==> src/rtl/rv_pkg.sv <==
// ============================================================================
// Module : rv_pkg
// Brief  : RISC-V opcode constants and immediate-format encodings
// Rev    : 1.0
// ============================================================================
`default_nettype none

package rv_pkg;

    localparam logic [6:0] OP_LOAD   = 7'b0000011;
    localparam logic [6:0] OP_FENCE  = 7'b0001111;
    localparam logic [6:0] OP_IMM    = 7'b0010011;
    localparam logic [6:0] OP_AUIPC  = 7'b0010111;
    localparam logic [6:0] OP_IMM32  = 7'b0011011;
    localparam logic [6:0] OP_STORE  = 7'b0100011;
    localparam logic [6:0] OP_OP     = 7'b0110011;
    localparam logic [6:0] OP_LUI    = 7'b0110111;
    localparam logic [6:0] OP_OP32   = 7'b0111011;
    localparam logic [6:0] OP_BRANCH = 7'b1100011;
    localparam logic [6:0] OP_JALR   = 7'b1100111;
    localparam logic [6:0] OP_JAL    = 7'b1101111;
    localparam logic [6:0] OP_SYSTEM = 7'b1110011;

    typedef enum logic [2:0] {
        IMM_I    = 3'd0,
        IMM_S    = 3'd1,
        IMM_B    = 3'd2,
        IMM_U    = 3'd3,
        IMM_J    = 3'd4,
        IMM_Z    = 3'd5,
        IMM_NONE = 3'd7
    } imm_type_e;

endpackage

`default_nettype wire

==> src/rtl/imm_gen_pipe_decode.sv <==
// ============================================================================
// Module : imm_decode
// Brief  : combinational instruction-format classifier and immediate extender
// Rev    : 1.0
// ============================================================================
`default_nettype none

module imm_decode
    import rv_pkg::*;
#(
    parameter int XLEN = 32
) (
    input  logic [31:0]     instr,
    output logic [XLEN-1:0] imm,
    output imm_type_e       imm_type,
    output logic            illegal
);

    localparam bit c_IS64 = (XLEN == 64);

    logic [6:0] w_opcode;
    logic [2:0] w_funct3;
    logic [5:0] w_shamt;
    logic [5:0] w_shamt32;
    logic       w_is_shift;

    assign w_opcode   = instr[6:0];
    assign w_funct3   = instr[14:12];
    // RV32 shifts carry only 5 shamt bits, so bit 25 must not leak into imm
    assign w_shamt32  = {1'b0, instr[24:20]};
    assign w_shamt    = c_IS64 ? instr[25:20] : w_shamt32;
    assign w_is_shift = (w_funct3 == 3'b001) || (w_funct3 == 3'b101);

    always_comb begin
        imm      = '0;
        imm_type = IMM_NONE;
        illegal  = 1'b0;
        case (w_opcode)
            OP_LOAD, OP_FENCE, OP_JALR: begin
                imm_type = IMM_I;
                imm      = XLEN'($signed(instr[31:20]));
            end
            OP_IMM: begin
                imm_type = IMM_I;
                imm      = w_is_shift ? XLEN'(w_shamt) : XLEN'($signed(instr[31:20]));
            end
            OP_IMM32: begin
                if (c_IS64) begin
                    imm_type = IMM_I;
                    imm      = w_is_shift ? XLEN'(w_shamt32) : XLEN'($signed(instr[31:20]));
                end else begin
                    illegal = 1'b1;
                end
            end
            OP_STORE: begin
                imm_type = IMM_S;
                imm      = XLEN'($signed({instr[31:25], instr[11:7]}));
            end
            OP_BRANCH: begin
                imm_type = IMM_B;
                imm      = XLEN'($signed({instr[31], instr[7], instr[30:25], instr[11:8], 1'b0}));
            end
            OP_LUI, OP_AUIPC: begin
                imm_type = IMM_U;
                imm      = XLEN'($signed({instr[31:12], 12'b0}));
            end
            OP_JAL: begin
                imm_type = IMM_J;
                imm      = XLEN'($signed({instr[31], instr[19:12], instr[20], instr[30:21], 1'b0}));
            end
            OP_SYSTEM: begin
                if (w_funct3[2]) begin
                    imm_type = IMM_Z;
                    imm      = XLEN'(instr[19:15]);
                end else if (w_funct3 != 3'b000) begin
                    imm_type = IMM_I;
                    imm      = XLEN'(instr[31:20]);
                end else begin
                    imm_type = IMM_I;
                    imm      = XLEN'($signed(instr[31:20]));
                end
            end
            OP_OP: begin
                imm_type = IMM_NONE;
            end
            OP_OP32: begin
                illegal = !c_IS64;
            end
            default: begin
                illegal = 1'b1;
            end
        endcase
    end

endmodule

`default_nettype wire

==> src/rtl/imm_gen_pipe.sv <==
// ============================================================================
// Module : imm_gen_pipe
// Brief  : registered immediate generator with 2-entry output/skid buffer
// Rev    : 1.0
// ============================================================================
`default_nettype none

module imm_gen_pipe
    import rv_pkg::*;
#(
    parameter int XLEN  = 32,
    parameter int CNT_W = 16
) (
    input  logic             clk,
    input  logic             reset,
    input  logic             in_valid,
    output logic             in_ready,
    input  logic [31:0]      instr,
    output logic             out_valid,
    input  logic             out_ready,
    output logic [XLEN-1:0]  imm,
    output logic [2:0]       imm_type,
    output logic             illegal,
    output logic [CNT_W-1:0] illegal_count
);

    logic [XLEN-1:0]  w_dec_imm;
    imm_type_e        w_dec_type;
    logic             w_dec_ill;

    logic             r_in_ready;
    logic             r_out_valid;
    logic [XLEN-1:0]  r_out_imm;
    imm_type_e        r_out_type;
    logic             r_out_ill;
    logic             r_skid_valid;
    logic [XLEN-1:0]  r_skid_imm;
    imm_type_e        r_skid_type;
    logic             r_skid_ill;
    logic [CNT_W-1:0] r_cnt;

    logic             w_in_xfer;
    logic             w_skid_next;

    imm_decode #(.XLEN(XLEN)) u_decode (
        .instr    (instr),
        .imm      (w_dec_imm),
        .imm_type (w_dec_type),
        .illegal  (w_dec_ill)
    );

    assign w_in_xfer   = in_valid && r_in_ready;
    // skid occupancy after this edge; in_ready is its registered inverse
    assign w_skid_next = r_skid_valid ? !out_ready
                                      : (w_in_xfer && r_out_valid && !out_ready);

    always_ff @(posedge clk) begin
        if (!reset) begin
            r_in_ready   <= 1'b0;
            r_out_valid  <= 1'b0;
            r_out_imm    <= '0;
            r_out_type   <= IMM_NONE;
            r_out_ill    <= 1'b0;
            r_skid_valid <= 1'b0;
            r_skid_imm   <= '0;
            r_skid_type  <= IMM_NONE;
            r_skid_ill   <= 1'b0;
            r_cnt        <= '0;
        end else begin
            if (r_skid_valid) begin
                if (out_ready) begin
                    r_out_imm    <= r_skid_imm;
                    r_out_type   <= r_skid_type;
                    r_out_ill    <= r_skid_ill;
                    r_skid_valid <= 1'b0;
                end
            end else if (w_in_xfer) begin
                if (!r_out_valid || out_ready) begin
                    r_out_valid <= 1'b1;
                    r_out_imm   <= w_dec_imm;
                    r_out_type  <= w_dec_type;
                    r_out_ill   <= w_dec_ill;
                end else begin
                    r_skid_valid <= 1'b1;
                    r_skid_imm   <= w_dec_imm;
                    r_skid_type  <= w_dec_type;
                    r_skid_ill   <= w_dec_ill;
                end
            end else if (out_ready) begin
                r_out_valid <= 1'b0;
            end
            r_in_ready <= !w_skid_next;
            if (w_in_xfer && w_dec_ill && (r_cnt != {CNT_W{1'b1}})) begin
                r_cnt <= r_cnt + CNT_W'(1);
            end
        end
    end

    assign in_ready      = r_in_ready;
    assign out_valid     = r_out_valid;
    assign imm           = r_out_imm;
    assign imm_type      = r_out_type;
    assign illegal       = r_out_ill;
    assign illegal_count = r_cnt;

endmodule

`default_nettype wire

==> config.mk <==
export PLATFORM = sky130hd
export DESIGN_NAME = imm_gen_pipe
export DESIGN_NICKNAME = d
export VERILOG_FILES = /design/src/rtl/rv_pkg.sv /design/src/rtl/imm_gen_pipe_decode.sv /design/src/rtl/imm_gen_pipe.sv
export SDC_FILE = /design/constraint.sdc
export NUM_CORES = 1
export LEC_CHECK = 0
export CAP_MARGIN = 20
export CORE_MARGIN = 10
export CORE_UTILIZATION = 51
export CTS_BUF_LIST = sky130_fd_sc_hd__clkbuf_8 sky130_fd_sc_hd__clkbuf_16
export CTS_CLUSTER_SIZE = 8
export DETAILED_ROUTE_END_ITERATION = 10
export GPL_TIMING_DRIVEN = 0
export HOLD_SLACK_MARGIN = 0.05
export PLACE_DENSITY = 0.86
export SKIP_CTS_REPAIR_TIMING = 1
export SYNTH_ARGS = -nofsm -noshare
export SYNTH_HDL_FRONTEND = slang
export SYNTH_SLANG_ARGS = --single-unit
==> constraint.sdc <==
create_clock -name clk -period 2.7 [get_ports clk]
set_input_delay 0.27 -clock clk [delete_from_list [all_inputs] [get_ports clk]]
set_output_delay 0.27 -clock clk [all_outputs]
set_load 0.02 [all_outputs]
==> results.cfg <==
[synthesis]
syn_area_per_cell_um2 = 8.57
synth-seq-area-share = 0.415
synth_cell_type_count = 67
synth_cells = 512
synth.ff_latch_count = 91
dominantRegCellSynth = sky130_fd_sc_hd__dfxtp_1
number_of_nets_produced_by_synthesis = 549
netlist_area_um2 = 4390
yosysWarningCount = 0
async_flop_share = 0
synth_edf_count = 0

[pwr]
peak_vdd_ir_uv = 275
portion_of_total_power_attributed_to_sequential_cells = 0.517
total_leakage_power_nw = 2.01
sw_frac_of_total = 0.297
reported_net_switching_power_w = 0.000801
power.internal_w = 0.00190
powerDensity_nw_per_um2 = 483
share_clk_of_total_power = 0.333
power_frac_comb = 0.149

[timing]
hold_viol_final = 0
slew_headroom = 0.448
tightestPinTransition_ns = 0.828
grt_setup_unrepaired = false
period_utilization_post_route = 0.922
timing_max_transition_violations_final = 0
setup_viol_count_final = 0
timing.clock.skew_ns = 0.00739
final_critical_period_ns = 2.49
fmaxAchievable_mhz = 402

[setup_path]
critical-path-max-stage-delay_ns = 0.65
cp.required_ns = 3.01
critical_path.slowest_cell = sky130_fd_sc_hd__o22ai_1
path_cells = buf_2, nor2_1, o22ai_1, clkbuf_1, clkbuf_1, a21oi_1, a21oi_1
timing.critical_path.fanout_max = 10
path_class = register to register
crit_arrival_ns = 2.80
crit_path_end_kind = register
timing.critical_path.from_type = register
worst_r2r_path_depth = 7

[layout]
num-nets-final = 648
most_frequent_cells_in_the_layout = 91 x sky130_fd_sc_hd__dfxtp_1, 88 x sky130_fd_sc_hd__clkdlybuf4s50_1, 70 x sky130_fd_sc_hd__a21oi_1
layout.cells.most_common = sky130_fd_sc_hd__dfxtp_1
final-seq-area_um2 = 1820
area.growth.synth_to_final_pct = 27.3
multi_input_combinational_cell_area_um2 = 2340
antennaDiodeCount = 0
postLayoutCellArea_um2 = 5580
post_layout_nonfiller_instances = 721
fillerInstances = 674
post_route_cells_drive_above_1_share = 0.0601
util_after_layout = 0.673

[placed_design]
io_buffer_count = 88
place_inst = 705
post_dp_cell_area_um2 = 5400
finalWeightedCongestion = 0.916
detailed_place_hpwl_um = 10600

[grt]
number_of_antenna_violations_at_the_first_check_in_global_routing = 0
groute.usage.overall = 0.215
global_route.overflow_total = 0
grt_pass1_vias = 4574
grt_first_pass_wirelength_um = 22900
grt_max_degree = 18

[floorplan]
die_width_um = 113
placement_rows = 33
floorplan.die_area_um2 = 12700
dieHeight_um = 113
top_level_ports = 90
floorplan.initialDensity = 0.529
core_area_um2 = 8300

[routing]
drtPass1Iterations = 5
postRouteWirelength_um = 14200
number_of_vias_per_cell_after_detailed_routing = 6.56
remaining_drc_errors = 0
vias = 4730
antenna_left = 0
post_drt_wl_per_cell_um = 19.7
first_iter_violations = 551

[clock_network]
tritoncts.num_buffers = 9
deepest_clock_path_buffer_count = 2
cts_tree = built
clock-root-buffer = sky130_fd_sc_hd__clkbuf_8
htree_num_levels = 3
worst_setup_hold_path_clk_slew_ns = 0.10
clkLatencyLatePin_ns = 0.37
number_of_sinks_handled_by_clock_tree_synthesis = 91

[min_path]
worstHoldPathType = register to register
count_of_cells_along_the_worst_hold_path = 2

[outcome]
outcome = finished, final reports clean

[flow_run]
max_cap_violations = 0
## worst max-delay path, delay by kind of cell, from the launching register on
| family | cells | cell delay, ns |
|---|---|---|
| AO/OA/AOI/OAI | 3 | 0.89 |
| AND/OR/NAND/NOR | 1 | 0.08 |
| buffers and inverters | 3 | 1.13 |
| flip-flops | 1 | 0.32 |
## synth_stat cells (3+ instances only)
cell,count,area (um^2)
sky130_fd_sc_hd__o31a_1,3,26.3
sky130_fd_sc_hd__buf_1,3,11.3
sky130_fd_sc_hd__o221ai_1,11,96.3
sky130_fd_sc_hd__a22o_1,7,61.3
sky130_fd_sc_hd__nand2b_1,3,18.8
sky130_fd_sc_hd__inv_1,9,33.8
sky130_fd_sc_hd__o211ai_1,8,60.1
sky130_fd_sc_hd__a222oi_1,4,40.0
sky130_fd_sc_hd__nor3_1,8,40.0
sky130_fd_sc_hd__o31ai_1,9,67.6
sky130_fd_sc_hd__a221o_1,9,90.1
sky130_fd_sc_hd__a21o_1,6,45.0
sky130_fd_sc_hd__or4_1,10,75.1
sky130_fd_sc_hd__a32oi_1,14,123
sky130_fd_sc_hd__a221oi_1,8,70.1
sky130_fd_sc_hd__buf_2,11,55.1
sky130_fd_sc_hd__dfxtp_1,91,1820
sky130_fd_sc_hd__nand3_1,13,65.1
sky130_fd_sc_hd__o21ai_0,32,160
sky130_fd_sc_hd__nand2_1,48,180
sky130_fd_sc_hd__and4_1,3,26.3
sky130_fd_sc_hd__clkbuf_1,28,105
sky130_fd_sc_hd__and2_1,6,37.5
sky130_fd_sc_hd__nand4_1,6,37.5
sky130_fd_sc_hd__a21boi_0,10,75.1
sky130_fd_sc_hd__nor4_1,3,18.8
sky130_fd_sc_hd__or3_1,6,37.5
sky130_fd_sc_hd__a21oi_1,70,350
sky130_fd_sc_hd__a32o_1,9,90.1
sky130_fd_sc_hd__nor2_1,15,56.3
## worst paths after layout
kind                          startpoint                           to  slack (ns)
min          r_skid_imm[31]$_SDFFE_PN0P_  r_skid_imm[31]$_SDFFE_PN0P_        0.45
max reg2reg      r_skid_valid$_SDFF_PN0_          imm[9]$_SDFFE_PN0P_        0.21
max              r_skid_valid$_SDFF_PN0_          imm[9]$_SDFFE_PN0P_        0.21
min reg2reg  r_skid_imm[31]$_SDFFE_PN0P_  r_skid_imm[31]$_SDFFE_PN0P_        0.45
## through the flow
step | hold WS [ns] | total power, W | setup slack, ns | setup TNS [ns]
finish | 0.455 | 0.00270 | 0.210 | 0
global route | 0.467 | 0.00279 | 0.0192 | 0
CTS | 0.450 | 0.00270 | 0.274 | 0
detailed placement | 0.436 | 0.00182 | -0.0921 | -0.619
global placement | 0.436 | 0.00182 | -0.0607 | -0.389
floorplan | 0.391 | 0.00163 | 0.586 | 0
## area by class of cell
type	count	area share
clock inverter	7	0.0110
inverter	10	0.00672
sequential	91	0.326
clock buffer	9	0.0222
tap	105	0.0235
buffer	44	0.0341
multi-input combinational	367	0.419
timing repair buffer	88	0.158
## layer usage
layer,share of wire,track usage
met1,0.41,0.263
met2,0.47,0.347
met3,0.094,0.0597
met4,0.024,0.0871
met5,0,0
## flip-flops by register name, indices dropped and copies added, names as in the netlist
| signal | cells |
|---|---|
| illegal | 1 |
| r_skid_imm | 32 |
| r_skid_ill | 1 |
| r_skid_valid | 1 |
| r_skid_type | 3 |
| in_ready | 1 |
| imm | 32 |
| imm_type | 3 |
| out_valid | 1 |
| illegal_count | 16 |
## cells by family after synthesis
group,count (synthesis),share of synthesized area
AO/OA/AOI/OAI,224,0.354
flip-flops,91,0.415
adder cells (fa/ha/maj),1,0.00285
AND/OR/NAND/NOR,140,0.171
buffers and inverters,54,0.0519
multiplexers,2,0.00456
## power by group through the flow
stage	Sequential, W	Combinational, W	Clock, W
floorplan	0.00146	0.000165	0
detailed placement	0.00143	0.000398	0
global placement	0.00142	0.000392	0
global route	0.00140	0.000435	0.000955
finish	0.00139	0.000403	0.000899
CTS	0.00139	0.000399	0.000903
No activity file was read; power rests on OpenSTA's default activity.
